--- src/rtl/divider_nr_param.sv ---
// Iterative non-restoring divider for DIV/DIVU/REM/REMU. It retires BITS_PER_CYCLE
// quotient bits per cycle and uses valid/ready request and response channels.
module divider_nr_param #(
    parameter int XLEN           = 32,
    parameter int BITS_PER_CYCLE = 1
) (
    input  logic            clk,
    input  logic            rst,
    input  logic            flush_i,
    input  logic            req_valid_i,
    output logic            req_ready_o,
    input  logic [2:0]      funct3_i,
    input  logic [XLEN-1:0] op_a_i,
    input  logic [XLEN-1:0] op_b_i,
    output logic            resp_valid_o,
    input  logic            resp_ready_i,
    output logic [XLEN-1:0] resp_result_o,
    output logic            busy_o
);

    localparam int N  = XLEN / BITS_PER_CYCLE;
    localparam int CW = (N > 1) ? $clog2(N) : 1;
    localparam logic [CW-1:0]   CNT_LAST = CW'(N - 1);
    localparam logic [XLEN-1:0] MIN_VAL  = {1'b1, {(XLEN-1){1'b0}}};

    typedef enum logic [2:0] {IDLE, PREP, ITER, FIX, DONE} state_t;

    state_t                 state;
    logic [1:0]             funct3_q;
    logic [XLEN-1:0]        a_q;
    logic [XLEN-1:0]        b_q;
    logic signed [XLEN:0]   rem_q;
    logic [XLEN-1:0]        quo_q;
    logic [XLEN-1:0]        dvs_q;
    logic                   neg_q_q;
    logic                   neg_r_q;
    logic [CW-1:0]          cnt_q;
    logic [XLEN-1:0]        result_q;

    logic                   accept;
    logic                   is_signed;
    logic                   a_neg;
    logic                   b_neg;
    logic [XLEN-1:0]        a_mag;
    logic [XLEN-1:0]        b_mag;
    logic                   div_by_zero;
    logic                   sig_ovf;
    logic signed [XLEN:0]   d_ext;
    logic signed [XLEN:0]   r_it;
    logic signed [XLEN:0]   r_sh;
    logic [XLEN-1:0]        q_it;
    logic [XLEN-1:0]        rem_mag;
    logic [XLEN-1:0]        quo_res;
    logic [XLEN-1:0]        rem_res;
    logic [XLEN-1:0]        fix_result;
    logic                   unused_funct3;

    function automatic logic [XLEN-1:0] cond_neg(input logic [XLEN-1:0] v, input logic n);
        cond_neg = n ? (~v + XLEN'(1)) : v;
    endfunction

    assign unused_funct3 = funct3_i[2];

    assign req_ready_o   = ~flush_i & ((state == IDLE) | ((state == DONE) & resp_ready_i));
    assign accept        = req_valid_i & req_ready_o;
    assign resp_valid_o  = (state == DONE);
    assign busy_o        = (state != IDLE);
    assign resp_result_o = result_q;

    // prep: operand magnitudes and special-case detection
    assign is_signed   = ~funct3_q[0];
    assign a_neg       = is_signed & a_q[XLEN-1];
    assign b_neg       = is_signed & b_q[XLEN-1];
    assign a_mag       = cond_neg(a_q, a_neg);
    assign b_mag       = cond_neg(b_q, b_neg);
    assign div_by_zero = (b_q == '0);
    assign sig_ovf     = is_signed & (a_q == MIN_VAL) & (b_q == '1);

    // iter: sign test uses the pre-shift remainder, so the wrap of 2R is harmless
    assign d_ext = $signed({1'b0, dvs_q});

    always_comb begin
        r_it = rem_q;
        q_it = quo_q;
        r_sh = '0;
        for (int s = 0; s < BITS_PER_CYCLE; s++) begin
            r_sh = {r_it[XLEN-1:0], q_it[XLEN-1]};
            q_it = {q_it[XLEN-2:0], 1'b0};
            if (r_it[XLEN]) begin
                r_it = r_sh + d_ext;
            end else begin
                r_it = r_sh - d_ext;
            end
            q_it[0] = ~r_it[XLEN];
        end
    end

    // fix: final remainder restore and sign application
    assign rem_mag    = rem_q[XLEN] ? (rem_q[XLEN-1:0] + dvs_q) : rem_q[XLEN-1:0];
    assign quo_res    = cond_neg(quo_q, neg_q_q);
    assign rem_res    = cond_neg(rem_mag, neg_r_q);
    assign fix_result = funct3_q[1] ? rem_res : quo_res;

    always_ff @(posedge clk or posedge rst) begin
        if (rst) begin
            state    <= IDLE;
            funct3_q <= '0;
            a_q      <= '0;
            b_q      <= '0;
            rem_q    <= '0;
            quo_q    <= '0;
            dvs_q    <= '0;
            neg_q_q  <= 1'b0;
            neg_r_q  <= 1'b0;
            cnt_q    <= '0;
            result_q <= '0;
        end else if (flush_i) begin
            state <= IDLE;
        end else if (accept) begin
            funct3_q <= funct3_i[1:0];
            a_q      <= op_a_i;
            b_q      <= op_b_i;
            state    <= PREP;
        end else begin
            case (state)
                IDLE: state <= IDLE;
                PREP: begin
                    neg_q_q <= a_neg ^ b_neg;
                    neg_r_q <= a_neg;
                    if (div_by_zero) begin
                        result_q <= funct3_q[1] ? a_q : '1;
                        state    <= DONE;
                    end else if (sig_ovf) begin
                        result_q <= funct3_q[1] ? '0 : MIN_VAL;
                        state    <= DONE;
                    end else begin
                        rem_q <= '0;
                        quo_q <= a_mag;
                        dvs_q <= b_mag;
                        cnt_q <= '0;
                        state <= ITER;
                    end
                end
                ITER: begin
                    rem_q <= r_it;
                    quo_q <= q_it;
                    cnt_q <= cnt_q + CW'(1);
                    if (cnt_q == CNT_LAST) begin
                        state <= FIX;
                    end
                end
                FIX: begin
                    result_q <= fix_result;
                    state    <= DONE;
                end
                DONE: begin
                    if (resp_ready_i) begin
                        state <= IDLE;
                    end
                end
                default: state <= IDLE;
            endcase
        end
    end

endmodule
--- config.mk ---
export PLATFORM = sky130hd
export DESIGN_NAME = divider_nr_param
export DESIGN_NICKNAME = d
export VERILOG_FILES = /design/src/rtl/divider_nr_param.sv
export SDC_FILE = /design/constraint.sdc
export NUM_CORES = 1
export LEC_CHECK = 0
export CAP_MARGIN = 0
export CORE_MARGIN = 5
export CORE_UTILIZATION = 55
export DETAILED_ROUTE_END_ITERATION = 7
export PLACE_DENSITY = 0.75
export SLEW_MARGIN = 15
export SYNTH_ARGS = -nofsm -noshare
export SYNTH_HDL_FRONTEND = slang
export SYNTH_SLANG_ARGS = --single-unit
--- constraint.sdc ---
create_clock -name clk -period 7.21 [get_ports clk]
set_input_delay 1.0815 -clock clk [delete_from_list [all_inputs] [get_ports clk]]
set_output_delay 1.0815 -clock clk [all_outputs]
set_load 0.01 [all_outputs]
==> flow_metrics.py, run 1 <==
metrics = {
    "worst_setup_path": {
        "criticalPathCategory": "reg -> reg",
        "cp_cell_sequence": "nor3_1, nand2_1, nor3_1, nand2b_1, or4_1, nor2_1, and2_1, inv_1, o21a_1, xor2_1, ha_1, nand4_1, nor3_1, a221oi_1, nor4b_1, a21oi_1, a41o_1, or4_1, a31o_2, a21oi_1, xnor2_1, o21ai_0",
        "cp_data_required_time_ns": 7.61,
        "reg2reg_from": "dvs_q[2]$_DFFE_PP0P_",
        "slowest_delay_ns": 0.45,
        "path_buf_inv": 1,
        "startpoint_type": "flop",
        "slowest_stage": "or4_1",
        "critPathTopFamily": "simple AND/OR/NAND/NOR gates",
        "endpoint_kind": "flop",
        "cp_common_cell": "nor3_1",
        "path_max_fanout": 6,
        "worstPathArrival_ns": 6.01,
        "rr_endpoint": "quo_q[0]$_DFFE_PP0P_",
        "rr_worst_depth": 22,
        "worst-r2r-setup-slack_ns": 1.60,
    },
    "timing": {
        "slew_violations": 0,
        "fin_crit_sh_pct": 77.9,
        "rsz0062_at_grt": "no",
        "tns_ns": 0,
        "fmax_mhz": 178,
        "finClkSkew_ns": 0.0252,
        "final_hold_viol_count": 0,
        "min_period_ns": 5.61,
        "tightest_slew_ns": 1.11,
        "setup_viol": 0,
        "slew_headroom_pct": 25.4,
    },
    "route": {
        "routed_via_density": 6.32,
        "drc_errors": 0,
        "first_pass_iters": 7,
        "wire_per_inst_um": 20.3,
        "drtIter0Drc": 1394,
        "drtAntennaViolNets": 0,
        "vias": 14384,
        "routed_wl_um": 46100,
    },
    "run_status": {
        "status": "finished clean",
    },
    "finish": {
        "instances_no_fill": 2275,
        "num-nets-final": 2026,
        "multi_input_area_sq_um": 10000,
        "area_growth_pct": 12.8,
        "fill_cells": 2423,
        "final_layout_size_suffix_gt1_share_pct": 8.33,
        "num_antenna_cells": 0,
        "regArea_sq_um": 5130,
    },
    "logic_synthesis": {
        "ys_types": 88,
        "syn_inst": 1834,
        "syn_avg_cell_area_sq_um": 8.56,
        "yosys-top-cells-area": "dfrtp_1 (33%), o21ai_0 (6.1%), ha_1 (5.7%), xor2_1 (5.5%), mux2_2 (5.1%)",
        "yosys_warnings": 0,
        "seq_area_frac_synth_pct": 32.7,
        "syn_nets": 1979,
        "ys_seq_elements": 205,
        "synth.area.mux_share_pct": 5.99,
        "synthAdderAreaFrac_pct": 5.91,
        "synth_compound_area_share_pct": 24.2,
        "synth-main-ff-cell": "dfrtp_1",
        "synthArstFlopShare_pct": 100,
        "syn_area_sq_um": 15700,
        "synth_edf_count": 0,
        "synth_top_family_by_area": "compound AO/OA/AOI/OAI gates",
        "yosys.area_share.simple_pct": 17.5,
        "yosysMostFrequentCell": "dfrtp_1",
        "synth_largest_area_cell": "dfrtp_1",
        "yosys.area_share.xor_xnor_pct": 10.2,
        "synth_commonest_cells": "dfrtp_1 (205), nand2_1 (199), o21ai_0 (191), a21oi_1 (120), nor2_1 (117)",
        "synth_top_area_share_pct": 32.7,
    },
    "placed_design": {
        "dp_hpwl_um": 34800,
        "gp_congestion": 0.941,
        "dp.cells": 2233,
        "io_buffers": 105,
    },
    "flow_run": {
        "drv_cap": 0,
    },
    "power": {
        "peakVddDrop_mv": 0.250,
        "p_leak_uw": 0.00732,
        "p_int_uw": 4620,
        "clkPwrFrac_pct": 12.8,
        "p_seq_share_pct": 27.8,
        "p_per_area_nw_per_um2": 515,
        "netSwitchingPower_uw": 4490,
        "combPwrFrac_pct": 59.5,
        "swShare_pct": 49.3,
    },
    "hold_path": {
        "worstHoldStart": "cnt_q[3]$_DFFE_PP0P_",
        "hp-class": "reg -> reg",
        "min_delay_path_depth": 1,
        "hold_end": "cnt_q[3]$_DFFE_PP0P_",
    },
    "floorplan": {
        "num_rows": 61,
        "die_h_um": 179,
        "io-pin-count": 107,
        "coreArea_sq_um": 28000,
        "die_area_sq_um": 32000,
        "start_util_pct": 56.0,
        "die_x_um": 179,
    },
    "global_routing": {
        "grt_pass1_wl_um": 73300,
        "track_usage_pct": 28.6,
        "grt_pass1_vias": 13355,
        "antenna_found_initial": 0,
        "gr-total-overflow": 0,
        "grt_start_max_net_pins": 88,
    },
    "clocking": {
        "postCtsSetupBuffers": 0,
        "clk_latency_ns": 0.54,
        "cts_resized": 0,
        "cts_made_buffers": 24,
        "cts-root-buf": "clkbuf_16",
        "cts_tree": "built",
        "clk_pin_slew_ns": 0.06,
        "clockBufferDepth": 3,
        "htreeDepth": 1,
        "hold_buffers": 0,
        "clock_sinks": 205,
    },
}
[sequential cells by signal, summed over array words and instances, names as in the netlist]
signal / flops
a_q: 32
b_q: 32
cnt_q: 5
dvs_q: 32
funct3_q: 2
neg_q_q: 1
neg_r_q: 1
quo_q: 32
rem_q: 33
resp_result_o: 32
state: 3
[worst max path at each step]
stage,from,depth (start not counted),slack (ns),end
after global placement,dvs_q[2]$_DFFE_PP0P_,22,1.73,rem_q[32]$_DFFE_PP0P_
after CTS,dvs_q[2]$_DFFE_PP0P_,22,1.65,quo_q[0]$_DFFE_PP0P_
final,dvs_q[2]$_DFFE_PP0P_,22,1.60,quo_q[0]$_DFFE_PP0P_
after floorplan,rst,1,0.53,a_q[0]$_DFFE_PP0P_
after global routing,dvs_q[2]$_DFFE_PP0P_,22,1.22,quo_q[0]$_DFFE_PP0P_
after detailed placement,dvs_q[2]$_DFFE_PP0P_,22,1.67,quo_q[0]$_DFFE_PP0P_
[cell type report]
| cell class | count | share of cell area, % |
|---|---|---|
| clock buffer | 31 | 3.65 |
| clock inverter | 11 | 0.565 |
| sequential | 205 | 29.0 |
| timing repair buffer | 117 | 6.45 |
| inverter | 46 | 1.02 |
| tap | 378 | 2.67 |
| multi-input combinational | 1487 | 56.7 |
[metal layers]
metal | share of wire (%) | global-route usage [%] | routed length, um | vias up
met5 | 0 | 0 | 0 | -
met4 | 3.1 | 8.25 | 1430 | 0
met3 | 8.9 | 5.38 | 4130 | 84
met2 | 43 | 42.8 | 19900 | 586
met1 | 45 | 42.1 | 20700 | 6848
li1 | - | - | - | 6866
[power groups by stage]
stage	clock network, uW	logic (uW)	registers, uW
2_1_floorplan	0	4270	2140
3_3_place_gp	0	5200	2480
3_5_place_dp	0	5320	2510
4_1_cts	1180	5360	2490
5_1_grt	1230	5980	2600
6_report	1160	5420	2530
[metrics by stage]
step           util (%)  hold slack (ns)  total power [uW]  area, sq um  setup WS (ns)
6_report           63.2            0.472              9110        17700           1.60
5_1_grt            63.2            0.486              9810        17700           1.22
4_1_cts            63.2            0.474              9030        17700           1.65
3_5_place_dp       60.5            0.463              7830        17000           1.67
3_3_place_gp       60.5            0.459              7690        17000           1.73
2_1_floorplan         -            0.438              6410        15700          0.533
[cell usage in the layout (no fill, tap or decap), types with 7 or more instances in the layout]
cell type / count
xor2_1: 98
or3_1: 14
or4_1: 17
dfrtp_1: 204
mux2_2: 71
o31ai_1: 28
a31oi_1: 12
nand4_1: 23
a22o_1: 10
a211oi_1: 23
o41ai_1: 14
o21ai_0: 191
a22oi_1: 25
nand2_1: 197
nor2_1: 116
and2_1: 12
o221ai_1: 17
nor2b_1: 10
inv_1: 44
a221o_1: 14
clkbuf_16: 24
mux2i_1: 14
nor3_1: 54
ha_1: 71
o21a_1: 9
o21bai_1: 9
xnor2_1: 85
a21oi_1: 120
nand2b_1: 26
nor4_1: 15
nand3_1: 23
clkdlybuf4s50_1: 105
buf_4: 12
and3_1: 20
a21o_1: 28
o211ai_1: 7
or2_2: 7
[cell families (layout without fill, tap and decap cells)]
family	Yosys count	in the layout
adder cells (fa/ha/maj)	73	73
buffers and inverters	142	205
flip-flops	205	205
XOR/XNOR	183	183
multiplexers	85	85
AO/OA/AOI/OAI	582	582
AND/OR/NAND/NOR	564	564
(Power assumes the default switching activity.)
==> inputs of run 2 (changes only) <==
PLACE_DENSITY = 0.78   (was 0.75)
clock period = 5.07 ns   (was 7.21 ns; I/O delays follow)
==> run 2 against run 1 <==
Against the previous run:
- register-to-register slack worse by 1.4 ns
- final area is 2.2% higher
- sequential share of layout area is 0.63 points lower
- first-iteration DRC count is 13% higher
- largest power group unchanged
- global-route usage is 1.0 points higher
- non-clock buffer count is 31 higher
- critical path type unchanged
- hold slack worse by 0.0012 ns
- power is 47% higher
- flip-flop and latch count stayed put
- fmax is 15% higher
- die area stayed put
- clock skew is 0.0046 ns lower
==> flow_metrics.py, run 2 (same netlist as run 1, synthesis figures left out) <==
metrics = {
    "worst_setup_path": {
        "reg2reg_from": "dvs_q[4]$_DFFE_PP0P_",
        "rr_worst_depth": 21,
        "worstPathArrival_ns": 5.27,
        "startpoint_type": "flop",
        "rr_endpoint": "rem_q[31]$_DFFE_PP0P_",
        "criticalPathCategory": "reg -> reg",
        "worst-r2r-setup-slack_ns": 0.19,
        "path_max_fanout": 5,
        "endpoint_kind": "flop",
        "cp_data_required_time_ns": 5.46,
        "crit_path_start": "dvs_q[4]$_DFFE_PP0P_",
    },
    "floorplan": {
        "die_area_sq_um": 32000,
        "coreArea_sq_um": 28000,
        "io-pin-count": 107,
        "start_util_pct": 56.0,
        "die_h_um": 179,
        "num_rows": 61,
        "die_x_um": 179,
    },
    "hold_path": {
        "min_delay_path_depth": 2,
        "worstHoldStart": "resp_result_o[21]$_DFFE_PP0P_",
        "hold_end": "resp_result_o[21]$_DFFE_PP0P_",
        "hp-class": "reg -> reg",
    },
    "global_routing": {
        "antenna_found_initial": 0,
        "grt_pass1_vias": 13989,
        "grt_start_max_net_pins": 95,
        "gr-total-overflow": 0,
        "grt_pass1_wl_um": 75800,
        "track_usage_pct": 29.6,
    },
    "timing": {
        "final_hold_viol_count": 0,
        "rsz0062_at_grt": "yes",
        "whs_ns": 0.471,
        "min_period_ns": 4.88,
        "setup_viol": 0,
        "finClkSkew_ns": 0.0206,
        "fmax_mhz": 205,
        "slew_headroom_pct": 21.8,
        "fin_crit_sh_pct": 96.3,
        "tightest_slew_ns": 1.17,
        "slew_violations": 0,
    },
    "finish": {
        "layout_common_cells": "dfrtp_1 (204), nand2_1 (196), o21ai_0 (190)",
        "largest_reg_flops": 33,
        "fill_cells": 2363,
        "num-nets-final": 2056,
        "fin_area_sq_um": 18100,
        "final_layout_size_suffix_gt1_share_pct": 10.6,
        "final_common_cell": "dfrtp_1",
        "instances_no_fill": 2305,
        "final_core_util_pct": 64.6,
        "top_register": "rem_q",
        "area_growth_pct": 15.3,
        "num_antenna_cells": 0,
    },
    "route": {
        "routed_via_density": 6.40,
        "vias": 14752,
        "drtIter0Drc": 1574,
        "first_pass_iters": 7,
        "drtAntennaViolNets": 0,
        "drc_errors": 0,
        "routed_wl_um": 47500,
        "wire_per_inst_um": 20.6,
    },
    "power": {
        "p_per_area_nw_per_um2": 743,
        "finalPower_uw": 13400,
        "p_leak_uw": 0.00753,
        "peakVddDrop_mv": 0.411,
    },
    "clocking": {
        "hold_buffers": 0,
        "cts-root-buf": "clkbuf_16",
        "cts_tree": "built",
        "htreeDepth": 1,
        "cts_made_buffers": 23,
        "clk_pin_slew_ns": 0.06,
        "clk_latency_ns": 0.54,
        "clock_sinks": 205,
        "clockBufferDepth": 3,
    },
    "placed_design": {
        "dp_hpwl_um": 35600,
        "dpl-instance-area_sq_um": 17200,
        "gp_congestion": 0.952,
        "io_buffers": 105,
        "dp.cells": 2261,
    },
    "run_status": {
        "status": "finished clean",
    },
    "flow_run": {
        "drv_cap": 0,
    },
}
==> run 2: cell count changes in the layout (fill, tap and decap cells not counted), sizes merged <==
cell,previous run,this run
buf,12,43
bufinv,1,3
clkbuf,31,32
clkinv,8,5
clkinvlp,2,1
==> run 2: layout make-up <==
class	count	area (sq um)	area share, %
inverter	46	176	0.975
multi-input combinational	1487	10100	55.9
sequential	205	5130	28.4
clock inverter	9	139	0.767
tap	378	473	2.61
timing repair buffer	148	1410	7.80
clock buffer	32	649	3.59
==> run 2: power by group <==
group	total (uW)	switching [uW]	internal, uW
clock	1750	701	1050
sequential	3540	1230	2310
combinational	8140	4600	3540
==> run 2: what timing repair did <==
| item | in CTS | in global routing |
|---|---|---|
| hold endpoints to repair | 0 | 0 |
| pin swaps | 0 | 15 |
| setup endpoints to repair | 3 | 6 |
| setup buffers | 0 | 3 |
| resized for setup | 4 | 16 |
| cloned | 0 | 0 |
==> run 2: worst max-delay path by stage <==
stage	to	slack (ns)	cells past startpoint
global route	rem_q[31]$_DFFE_PP0P_	-0.07	21
floorplan	rem_q[31]$_DFFE_PP0P_	0.06	21
detailed placement	rem_q[31]$_DFFE_PP0P_	-0.13	21
CTS	rem_q[32]$_DFFE_PP0P_	0.004	23
global placement	rem_q[32]$_DFFE_PP0P_	-0.1	23
finish	rem_q[31]$_DFFE_PP0P_	0.19	21
==> run 2: per-layer routing <==
metal | wire, um | global-route usage [%] | vias to the layer above
li1 | - | - | 6907
met1 | 20900 | 42.7 | 7073
met2 | 20800 | 45.3 | 683
met3 | 4440 | 6.01 | 89
met4 | 1390 | 8.22 | 0
met5 | 0 | 0 | -
==> run 2: critical path, cell delays in order, from the launching register on <==
cell and delay (ns):
dfrtp_1 0.38, nor3_2 0.21, nand2_1 0.09, nor3_2 0.19, nand2b_1 0.10, or4_4 0.45
nor2_4 0.10, and2_4 0.16, inv_2 0.04, o21a_1 0.19, xor2_1 0.15, ha_1 0.38
a21o_1 0.18, a21o_1 0.18, a221o_1 0.29, or3_4 0.41, a2111o_1 0.38, a21oi_2 0.17
o21ai_2 0.09, o41ai_2 0.32, xor2_1 0.19, o22ai_1 0.08
==> run 2: per-stage QoR <==
stage	setup TNS, ns	worst slack, ns
2_1_floorplan	0	0.0604
4_1_cts	0	0.00414
3_5_place_dp	-0.349	-0.131
3_3_place_gp	-0.231	-0.0981
6_report	0	0.189
5_1_grt	-0.0812	-0.0695
==> inputs of run 3 (changes only) <==
RECOVER_POWER = 100   (was unset)
==> run 3 against run 2 <==
Against the previous run:
- register-to-register slack worse by 0.03 ns
- via count is 0.60% lower
- final cell count stayed put
- routed wire length is 0.30% higher
- critical endpoint is now quo_q[31]$_DFFE_PP0P_
- die area stayed put
- sequential share of layout area is 0.19 points higher
- hold slack worse by 0.0059 ns
- critical path depth is 9 lower
- clock skew is 0.0071 ns lower
- fmax is 0.51% lower
- the flow now finishes with violations (capacitance limit, slew limit)
- utilization is 0.43 points lower
- worst setup slack worse by 0.025 ns
==> flow_metrics.py, run 3 (same netlist as run 1, synthesis figures left out) <==
metrics = {
    "run_status": {
        "status": "finished, violations left",
        "violations": "capacitance limit, slew limit",
    },
    "finish": {
        "instances_no_fill": 2305,
        "top_register": "rem_q",
        "area_growth_pct": 14.5,
        "fin_area_sq_um": 18000,
        "final_layout_size_suffix_gt1_share_pct": 9.91,
        "final_common_cell": "dfrtp_1",
        "largest_reg_flops": 33,
        "num_antenna_cells": 0,
        "num-nets-final": 2056,
        "final_core_util_pct": 64.2,
        "layout_common_cells": "dfrtp_1 (204), nand2_1 (197), o21ai_0 (193)",
    },
    "power": {
        "p_per_area_nw_per_um2": 742,
        "peakVddDrop_mv": 0.407,
        "p_leak_uw": 0.00760,
        "finalPower_uw": 13300,
    },
    "clocking": {
        "cts_tree": "built",
        "clk_latency_ns": 0.53,
        "htreeDepth": 1,
        "cts-root-buf": "clkbuf_16",
        "hold_buffers": 0,
        "cts_made_buffers": 23,
        "clk_pin_slew_ns": 0.07,
        "clockBufferDepth": 3,
        "clock_sinks": 205,
    },
    "worst_setup_path": {
        "worstPathArrival_ns": 5.33,
        "cp_data_required_time_ns": 5.49,
        "rr_worst_depth": 12,
        "reg2reg_from": "b_q[12]$_DFFE_PP0P_",
        "criticalPathCategory": "reg -> reg",
        "startpoint_type": "flop",
        "path_max_fanout": 61,
        "crit_path_start": "b_q[12]$_DFFE_PP0P_",
        "endpoint_kind": "flop",
    },
    "floorplan": {
        "die_h_um": 179,
        "die_area_sq_um": 32000,
        "start_util_pct": 56.0,
        "die_x_um": 179,
        "coreArea_sq_um": 28000,
        "num_rows": 61,
        "io-pin-count": 107,
    },
    "placed_design": {
        "dp.cells": 2261,
        "dpl-instance-area_sq_um": 17200,
        "io_buffers": 105,
        "dp_hpwl_um": 35600,
        "gp_congestion": 0.952,
    },
    "hold_path": {
        "min_delay_path_depth": 2,
        "worstHoldStart": "resp_result_o[21]$_DFFE_PP0P_",
        "hp-class": "reg -> reg",
    },
    "route": {
        "routed_via_density": 6.36,
        "drtAntennaViolNets": 0,
        "drc_errors": 0,
        "routed_wl_um": 47700,
        "vias": 14663,
        "drtIter0Drc": 1424,
        "wire_per_inst_um": 20.7,
        "first_pass_iters": 5,
    },
    "global_routing": {
        "grt_pass1_wl_um": 75800,
        "grt_pass1_vias": 13989,
        "antenna_found_initial": 0,
        "gr-total-overflow": 0,
        "grt_start_max_net_pins": 95,
        "track_usage_pct": 29.6,
    },
    "timing": {
        "rsz0062_at_grt": "yes",
        "slew_violations": 216,
        "setup_viol": 0,
        "final_hold_viol_count": 0,
        "min_period_ns": 4.91,
        "tightest_slew_ns": 2.26,
        "finClkSkew_ns": 0.0135,
        "fmax_mhz": 204,
        "fin_crit_sh_pct": 96.8,
        "slew_headroom_pct": -50.9,
        "whs_ns": 0.465,
    },
    "flow_run": {
        "drv_cap": 3,
    },
}
-- run 3: changes by cell type in the layout (fill, tap and decap cells not counted), moves of 2 or more --
cell / previous run / this run
buf_12: 3 / 0
buf_4: 40 / 36
clkbuf_1: 5 / 8
clkbuf_2: 0 / 2
clkdlybuf4s50_1: 105 / 68
dlygate4sd3_1: 0 / 37
nor4_1: 15 / 17
nor4_2: 2 / 0
o21ai_0: 190 / 193
o21ai_1: 5 / 3
o41ai_1: 13 / 16
o41ai_2: 4 / 1
-- run 3: layer usage --
layer	global-route usage [%]	part of all wire, %
met5	0	0
met4	8.22	3.0
met3	6.01	9.5
met2	45.3	44
met1	42.7	44
-- run 3: area by class of cell --
class                   count  area [sq um]
clock buffers              32           649
clock inverters             9           139
fillers                  2391         10000
inverters                  46           174
multi-input cells        1487         10100
flip-flops and latches    205          5130
well taps                 378           473
repair buffers            148          1360
-- run 3: worst max-delay path, cell delays in order (launching register included) --
cell	delay, ns
dfrtp_1	0.43
or4_1	0.60
nor4_1	0.55
nand4_1	0.41
nor4_1	0.32
clkbuf_1	0.49
nor2_1	0.10
o21a_1	0.17
mux2i_1	0.14
nand2b_2	0.14
buf_2	0.99
nor3_1	0.14
a221o_1	0.30
-- run 3: repair_timing --
| item | CTS | global route |
|---|---|---|
| pin swaps | 0 | 15 |
| gates cloned | 0 | 0 |
| gates resized for setup | 4 | 16 |
| setup buffers | 0 | 3 |
| setup endpoints to repair | 3 | 6 |
-- run 3: report_power, final --
| part | leakage, uW | internal [uW] | switching, uW | total (uW) |
|---|---|---|---|---|
| Combinational | 0.00464 | 3510 | 4560 | 8060 |
| Sequential | 0.00257 | 2310 | 1220 | 3530 |
| Clock | 0.000390 | 1050 | 696 | 1750 |
-- run 3: final timing paths --
check | endpoint | slack, ns
worst max-delay path | quo_q[31]$_DFFE_PP0P_ | 0.16
min in group asynchronous | resp_result_o[13]$_DFFE_PP0P_ | 0.97
worst min register to register | resp_result_o[21]$_DFFE_PP0P_ | 0.47
worst min-delay path | resp_result_o[21]$_DFFE_PP0P_ | 0.47
max in group asynchronous | b_q[22]$_DFFE_PP0P_ | 1.31
worst max register to register | quo_q[31]$_DFFE_PP0P_ | 0.16
-- run 3: metrics by stage --
step	setup WS [ns]	setup TNS, ns
floorplan	0.0604	0
global placement	-0.0981	-0.231
detailed placement	-0.131	-0.349
CTS	0.00414	0
global route	-0.0695	-0.100
finish	0.164	0
